<file path="src/rtl/cpu_sequencer_pkg.sv">
// cpu_sequencer_pkg: opcodes, ALU codes, FSM states and the EXEC control decode
package cpu_sequencer_pkg;

  localparam logic [3:0] OP_JC    = 4'd0;
  localparam logic [3:0] OP_JNC   = 4'd1;
  localparam logic [3:0] OP_CMPI  = 4'd2;
  localparam logic [3:0] OP_CMPM  = 4'd3;
  localparam logic [3:0] OP_LIT   = 4'd4;
  localparam logic [3:0] OP_IN    = 4'd5;
  localparam logic [3:0] OP_LD    = 4'd6;
  localparam logic [3:0] OP_ST    = 4'd7;
  localparam logic [3:0] OP_JZ    = 4'd8;
  localparam logic [3:0] OP_JNZ   = 4'd9;
  localparam logic [3:0] OP_ADDI  = 4'd10;
  localparam logic [3:0] OP_ADDM  = 4'd11;
  localparam logic [3:0] OP_JMP   = 4'd12;
  localparam logic [3:0] OP_OUT   = 4'd13;
  localparam logic [3:0] OP_NANDI = 4'd14;
  localparam logic [3:0] OP_NANDM = 4'd15;

  localparam logic [2:0] F_PASS_A = 3'b000;
  localparam logic [2:0] F_SUB    = 3'b001;
  localparam logic [2:0] F_PASS_B = 3'b010;
  localparam logic [2:0] F_ADD    = 3'b011;
  localparam logic [2:0] F_NAND   = 3'b100;

  typedef enum logic [1:0] {
    S_FETCH = 2'd0,
    S_EXEC  = 2'd1,
    S_HALT  = 2'd2
  } state_t;

  typedef struct packed {
    logic       enable_counter;
    logic       load_counter;
    logic       enable_accu;
    logic       enable_flags;
    logic [2:0] f;
    logic       cs;
    logic       we;
    logic       enable_bus2;
    logic       enable_in;
    logic       enable_bus1;
    logic       enable_out;
  } ctrl_t;

  function automatic ctrl_t exec_ctrl(input logic [3:0] op, input logic c, input logic z);
    ctrl_t k;
    logic taken;
    logic two;
    k = '0;
    taken = op == OP_JMP || (op == OP_JC && c) || (op == OP_JNC && !c) ||
            (op == OP_JZ && z) || (op == OP_JNZ && !z);
    two = op inside {OP_JC, OP_JNC, OP_CMPM, OP_LD, OP_ST, OP_JZ, OP_JNZ, OP_ADDM, OP_JMP, OP_NANDM};
    k.load_counter   = taken;
    k.enable_counter = two && !taken;
    k.enable_bus1    = op inside {OP_CMPI, OP_LIT, OP_ADDI, OP_NANDI};
    k.cs             = op inside {OP_CMPM, OP_LD, OP_ADDM, OP_NANDM, OP_ST};
    k.we             = op == OP_ST;
    k.enable_bus2    = op == OP_ST || op == OP_OUT;
    k.enable_out     = op == OP_OUT;
    k.enable_in      = op == OP_IN;
    k.enable_accu    = op inside {OP_IN, OP_LIT, OP_LD, OP_ADDI, OP_ADDM, OP_NANDI, OP_NANDM};
    k.enable_flags   = op inside {OP_CMPI, OP_CMPM, OP_ADDI, OP_ADDM, OP_NANDI, OP_NANDM};
    k.f = op inside {OP_IN, OP_LIT, OP_LD} ? F_PASS_B :
          op inside {OP_CMPI, OP_CMPM}     ? F_SUB :
          op inside {OP_ADDI, OP_ADDM}     ? F_ADD :
          op inside {OP_NANDI, OP_NANDM}   ? F_NAND : F_PASS_A;
    return k;
  endfunction

endpackage

</file>
<file path="src/rtl/cpu_sequencer_sync_edge.sv">
// cpu_sequencer_sync_edge: N-stage synchronisers for run and step plus a step rising-edge pulse
module cpu_sequencer_sync_edge #(
  parameter int N = 2
) (
  input  logic clock,
  input  logic reset,
  input  logic run,
  input  logic step,
  output logic run_sync,
  output logic step_rise
);

  logic [N-1:0] run_q;
  logic [N-1:0] step_q;
  logic         step_prev;

  // shift both asynchronous inputs through the chain and remember the last synced step level
  always_ff @(posedge clock or posedge reset) begin
    if (reset) begin
      run_q     <= '0;
      step_q    <= '0;
      step_prev <= 1'b0;
    end else begin
      run_q     <= {run_q[N-2:0], run};
      step_q    <= {step_q[N-2:0], step};
      step_prev <= step_q[N-1];
    end
  end

  assign run_sync  = run_q[N-1];
  assign step_rise = step_q[N-1] & ~step_prev;

endmodule

</file>
<file path="src/rtl/cpu_sequencer.sv">
// cpu_sequencer: fetch/execute/halt control FSM driving every datapath enable
module cpu_sequencer
  import cpu_sequencer_pkg::*;
#(
  parameter logic START_HALTED = 1'b0,
  parameter int   SYNC_STAGES  = 2
) (
  input  logic       clock,
  input  logic       reset,
  input  logic       run,
  input  logic       step,
  input  logic [3:0] instr,
  input  logic       c_flag,
  input  logic       z_flag,
  output logic       phase,
  output logic       halted,
  output logic       fetch_en,
  output logic       enable_counter,
  output logic       load_counter,
  output logic       enable_accu,
  output logic       enable_flags,
  output logic [2:0] f,
  output logic       cs,
  output logic       we,
  output logic       enable_bus2,
  output logic       enable_in,
  output logic       enable_bus1,
  output logic       enable_out
);

  state_t state;
  state_t state_nxt;
  ctrl_t  ctrl;
  ctrl_t  ctrl_out;
  logic   run_sync;
  logic   step_rise;
  logic   fetch_c;
  logic   phase_c;

  cpu_sequencer_sync_edge #(.N(SYNC_STAGES)) u_sync (
    .clock     (clock),
    .reset     (reset),
    .run       (run),
    .step      (step),
    .run_sync  (run_sync),
    .step_rise (step_rise)
  );

  // state register; reset lands in HALT or FETCH depending on START_HALTED
  always_ff @(posedge clock or posedge reset) begin
    if (reset) state <= START_HALTED ? S_HALT : S_FETCH;
    else state <= state_nxt;
  end

  // next state and raw control decode from the current state and opcode
  always_comb begin
    state_nxt = state;
    ctrl      = '0;
    fetch_c   = 1'b0;
    phase_c   = 1'b0;
    case (state)
      S_FETCH: begin
        fetch_c             = 1'b1;
        ctrl.enable_counter = 1'b1;
        state_nxt           = S_EXEC;
      end
      S_EXEC: begin
        phase_c   = 1'b1;
        ctrl      = exec_ctrl(instr, c_flag, z_flag);
        state_nxt = run_sync ? S_FETCH : S_HALT;
      end
      S_HALT:  state_nxt = (run_sync || step_rise) ? S_FETCH : S_HALT;
      default: state_nxt = S_FETCH;
    endcase
  end

  assign ctrl_out       = reset ? '0 : ctrl;
  assign phase          = phase_c & ~reset;
  assign fetch_en       = fetch_c & ~reset;
  assign halted         = reset ? START_HALTED : state == S_HALT;
  assign enable_counter = ctrl_out.enable_counter;
  assign load_counter   = ctrl_out.load_counter;
  assign enable_accu    = ctrl_out.enable_accu;
  assign enable_flags   = ctrl_out.enable_flags;
  assign f              = ctrl_out.f;
  assign cs             = ctrl_out.cs;
  assign we             = ctrl_out.we;
  assign enable_bus2    = ctrl_out.enable_bus2;
  assign enable_in      = ctrl_out.enable_in;
  assign enable_bus1    = ctrl_out.enable_bus1;
  assign enable_out     = ctrl_out.enable_out;

endmodule

</file>
<file path="config.mk">
export PLATFORM = sky130hd
export DESIGN_NAME = cpu_sequencer
export DESIGN_NICKNAME = d
export VERILOG_FILES = /design/src/rtl/cpu_sequencer_pkg.sv /design/src/rtl/cpu_sequencer_sync_edge.sv /design/src/rtl/cpu_sequencer.sv
export SDC_FILE = /design/constraint.sdc
export NUM_CORES = 1
export LEC_CHECK = 0
export CAP_MARGIN = 10
export CELL_PAD_IN_SITES_DETAIL_PLACEMENT = 2
export CELL_PAD_IN_SITES_GLOBAL_PLACEMENT = 2
export CORE_MARGIN = 2
export CORE_UTILIZATION = 20
export CTS_BUF_LIST = sky130_fd_sc_hd__clkbuf_8
export CTS_CLUSTER_DIAMETER = 200
export DETAILED_ROUTE_END_ITERATION = 16
export GPL_ROUTABILITY_DRIVEN = 0
export PLACE_DENSITY_LB_ADDON = 0.12
export SLEW_MARGIN = 0
export SYNTH_ARGS = -nofsm -noshare
export SYNTH_HDL_FRONTEND = slang
export SYNTH_SLANG_ARGS = --single-unit
</file>
<file path="constraint.sdc">
create_clock -name clock -period 2.05 [get_ports clock]
set_clock_uncertainty 0.15 [all_clocks]
set_input_delay 0.5125 -clock clock [delete_from_list [all_inputs] [get_ports clock]]
set_output_delay 0.5125 -clock clock [all_outputs]
set_load 0.05 [all_outputs]
</file>
==> impl_metrics.yaml, run 1 <==
clock_network:
  clk_path_buf_depth: 2
  h-tree-depth: 1
  cts_resized: 62
  numCtsBuffers: 3
  cts_sinks: 7
  cts_setup_buffers: 12
  cts_hold_buf: 0
  cts_root_buffer: "clkbuf_8"
status:
  firstError: "[ERROR DPL-0033] detailed placement checks failed during check placement."
  status: "did not finish"
  stop_stage: "clock tree synthesis (4_1_cts)"
placement:
  placed_area_sq_um: 1217
  place_hpwl_mm: 1.735
  numPortBuffers: 25
logic_synthesis:
  ys_seq_area_share_pct: 38.89
  ys_ff_latch: 7
  synthCells: 55
  syn_area_per_cell_sq_um: 8.190
  synth_cell_types: 20
  netlist_area_sq_um: 450.4
  syn_nets: 65
  yosys_warnings: 0
floorplan:
  std_cell_rows: 17
  dieHeight_microns: 51.46
  dieWidth_microns: 51.46
  io_pins: 26
  start_util_pct: 20.76
cell families after synthesis:
kind of cell / count (synthesis) / share of synthesized area [%]
buf+inv: 7 / 8.332
simple gates: 30 / 34.44
xor+xnor: 2 / 3.890
flops: 7 / 38.89
compound gates: 7 / 9.999
mux: 2 / 4.445
metrics by stage:
step                      util (%)  hold slack (ns)  setup TNS, ns  setup slack [ns]  std cells
after floorplan                  -           0.1659         -1.229           -0.3260         55
after global placement       56.11           0.1821         -6.889           -0.6917        124
after detailed placement     56.11           0.1871         -7.764           -0.7587        124
Yosys cell counts, drive strengths merged:
| master | number | area share, % |
|---|---|---|
| nor2b | 1 | 1.4 |
| buf | 4 | 5.8 |
| o21ai | 1 | 1.1 |
| a21oi | 3 | 3.3 |
| nor2 | 7 | 5.8 |
| nand2b | 2 | 2.8 |
| or2 | 1 | 1.4 |
| inv | 3 | 2.5 |
| xnor2 | 2 | 3.9 |
| or4b | 1 | 2.2 |
| nor3 | 5 | 5.6 |
| mux2i | 2 | 4.4 |
| nand2 | 7 | 5.8 |
| a311oi | 2 | 3.9 |
| dfrtp | 7 | 39 |
| o211ai | 1 | 1.7 |
| nor3b | 2 | 3.3 |
| nand3b | 2 | 3.3 |
| nor4 | 2 | 2.8 |
==> run 2, diff against run 1 <==
==> config.mk (replaced) <==
export PLATFORM = sky130hd
export DESIGN_NAME = cpu_sequencer
export DESIGN_NICKNAME = d
export VERILOG_FILES = /design/src/rtl/cpu_sequencer_pkg.sv /design/src/rtl/cpu_sequencer_sync_edge.sv /design/src/rtl/cpu_sequencer.sv
export SDC_FILE = /design/constraint.sdc
export NUM_CORES = 1
export LEC_CHECK = 0
export CAP_MARGIN = 10
export CORE_AREA = 2 2 63 65
export DETAILED_ROUTE_END_ITERATION = 16
export DIE_AREA = 0 0 65 67
export GPL_ROUTABILITY_DRIVEN = 0
export PLACE_DENSITY_LB_ADDON = 0.15
export SLEW_MARGIN = 0
export SYNTH_ARGS = -nofsm -noshare
export SYNTH_HDL_FRONTEND = slang
export SYNTH_SLANG_ARGS = --single-unit
==> run 2 against run 1 <==
The flow now finishes, with violations (negative setup slack). Area after synthesis unchanged. Synthesized cell count unchanged.
==> impl_metrics.yaml, run 2 <==
status:
  status: "finished with violations"
  violations: "negative setup slack"
sta:
  fin_ws_ns: -0.2174
  worst_pin_slew_ns: 0.2863
  hold_viol_final: 0
  whs_ns: 0.1975
  fin_crit_ns: 2.267
  min_period_over_period_pct: 110.6
  relSlewSlack_pct: 80.77
  max_freq_mhz: 441.0
  setup_viol: 8
  rsz0062_at_grt: "true"
  finalMaxSlewViolations: 0
clock_network:
  numCtsBuffers: 3
  h-tree-depth: 1
  worstSkewPairLatency_ns: 0.22
  tritoncts: "built"
  cts_root_buffer: "clkbuf_8"
  cts_sinks: 7
  clk_path_buf_depth: 2
  path_clk_slew_ns: 0.04
global_route:
  antenna_found_initial: 0
  met3_usage_pct: 1.182
  grt-ovfl-total: 0
  track_usage_pct: 8.467
  grt_max_degree: 8
  grt_pass1_wl_mm: 2.856
  grt_use_met2_pct: 14.95
  grt_most_used_layer: "met2"
  grt_use_met1_pct: 10.07
  grt_pass1_vias: 658
worst_setup_path:
  crit_type: "in2out"
  cp_data_required_time_ns: 1.39
  start_kind: "input pin"
  worstPathArrival_ns: 1.60
  crit_fanout: 2
  cp-end-kind: "output port"
  ff2ff_setup_slack_ns: 0.97
logic_synthesis:
  ys_seq_area_share_pct: 38.89
  synth_cell_types: 20
  synth_edf_count: 0
  syn_area_per_cell_sq_um: 8.190
  ys.flop_type: "dfrtp_1"
  synth_top_area_cell: "dfrtp_1"
  synth_commonest_cells: "dfrtp_1, nand2_1, nor2_1"
  ys_ff_latch: 7
  synthCells: 55
  yosys.area.top_type_share_pct: 38.89
  syn_nets: 65
  netlist_area_sq_um: 450.4
  synthTopCellsByArea: "dfrtp_1, nand2_1, nor2_1"
  async_flop_share_pct: 100.0
  yosys_warnings: 0
layout:
  final_cell_mix: "buf_12, buf_4, buf_6, dfrtp_1, nor2_4"
  area.growth.synth_to_final_pct: 230.3
  nNetsFinal: 118
  diodes: 0
  fin_util_pct: 41.26
  drive_gt1_share_pct: 80.37
  reg_top3: "state (2), u_sync.run_q (2), u_sync.step_q (2)"
  layout_commonest_cell: "buf_12"
placement:
  place_hpwl_mm: 1.325
  dp_worst_setup_slack_ns: -0.6447
  numPortBuffers: 25
power_and_ir_drop:
  power.switching_uw: 431.5
  p_int_uw: 659.2
  p_leak_uw: 0.0005996
  combPwrFrac_pct: 66.5
  powerDensity_nw_per_um2: 733.2
  switching_share_pct: 39.56
  power.share.clock_pct: 17.0
  p_seq_share_pct: 16.4
  ir_drop_mv: 0.5241
floorplan:
  dieHeight_microns: 67
  io_pins: 26
  die-area_sq_um: 4355
  start_util_pct: 12.49
  core_sq_um: 3606
  std_cell_rows: 22
  dieWidth_microns: 65
detailed_routing:
  drtAntennaViolNets: 0
  wirelength_mm: 1.540
  vias: 576
  drtIter0Drc: 2
  routed_via_density: 3.716
  post_drt_wl_per_cell_microns: 9.935
  drc: 0
  dr.pass1.iters: 4
flow_run:
  drv_cap: 0
min_path:
  hold_class: "reg2reg"
run 2: cell counts after synthesis:
Identical to the previous run, type by type.
run 2: worst paths after layout:
| path | from | endpoint | cells past startpoint |
|---|---|---|---|
| max in group asynchronous | reset | state[1] | 3 |
| worst max-delay path | instr[3] | load_counter | 6 |
| worst min register to register | u_sync.step_q[0] | u_sync.step_q[1] | 0 |
| worst max register to register | state[0] | state[1] | 3 |
| worst min-delay path | u_sync.step_q[0] | u_sync.step_q[1] | 0 |
| min in group asynchronous | reset | u_sync.step_q[1] | 3 |
run 2: cell type report:
class,count,area (sq um)
clock buffers,4,45.04
repair buffers,52,681.9
inverters,3,15.01
well taps,48,60.06
multi-input cells,41,510.5
flip-flops and latches,7,175.2
fillers,344,2118
run 2: what timing repair did:
action / CTS / global route
pin swaps: 13 / 8
setup buffers: 5 / 1
gates cloned: 0 / 0
setup endpoints to repair: 16 / 12
resized for setup: 62 / 7
hold buffers: 0 / 0
run 2: logic make-up after synthesis:
kind of cell	count (synthesis)	synth area share [%]
AND/OR/NAND/NOR	30	34.44
AO/OA/AOI/OAI	7	9.999
flip-flops	7	38.89
multiplexers	2	4.445
buffers and inverters	7	8.332
XOR/XNOR	2	3.890
run 2: through the flow:
step,setup TNS [ns],cells,cell area [sq um],power [uW]
6_report,-0.8688,155,1488,1091
2_1_floorplan,-1.229,55,674.4,527.2
3_3_place_gp,-6.793,145,1262,846.6
4_1_cts,-1.261,154,1456,1094
3_5_place_dp,-6.972,145,1262,850.5
5_1_grt,-1.411,155,1488,1154
run 2: metal layers:
layer  up-vias  part of all wire [%]
met3         2                   4.0
met1       269                    41
met2        11                    55
met4         0                  0.52
met5         -                     0
li1        294                     -
run 2: power by group through the flow:
stage                     combinational, uW  sequential, uW  clock [uW]
after global routing                    768             184         202
after floorplan                         321             206           0
after detailed placement                670             181           0
final                                   725             179         186
after global placement                  666             180           0
after CTS                               722             180         192
run 2: worst max-delay path, cell delays in order:
cell      delay [ns]
buf_8           0.07
buf_6           0.10
mux2i_4         0.24
nand3b_1        0.14
a311oi_4        0.36
buf_12          0.18
Power figures use the tool's default switching activity.
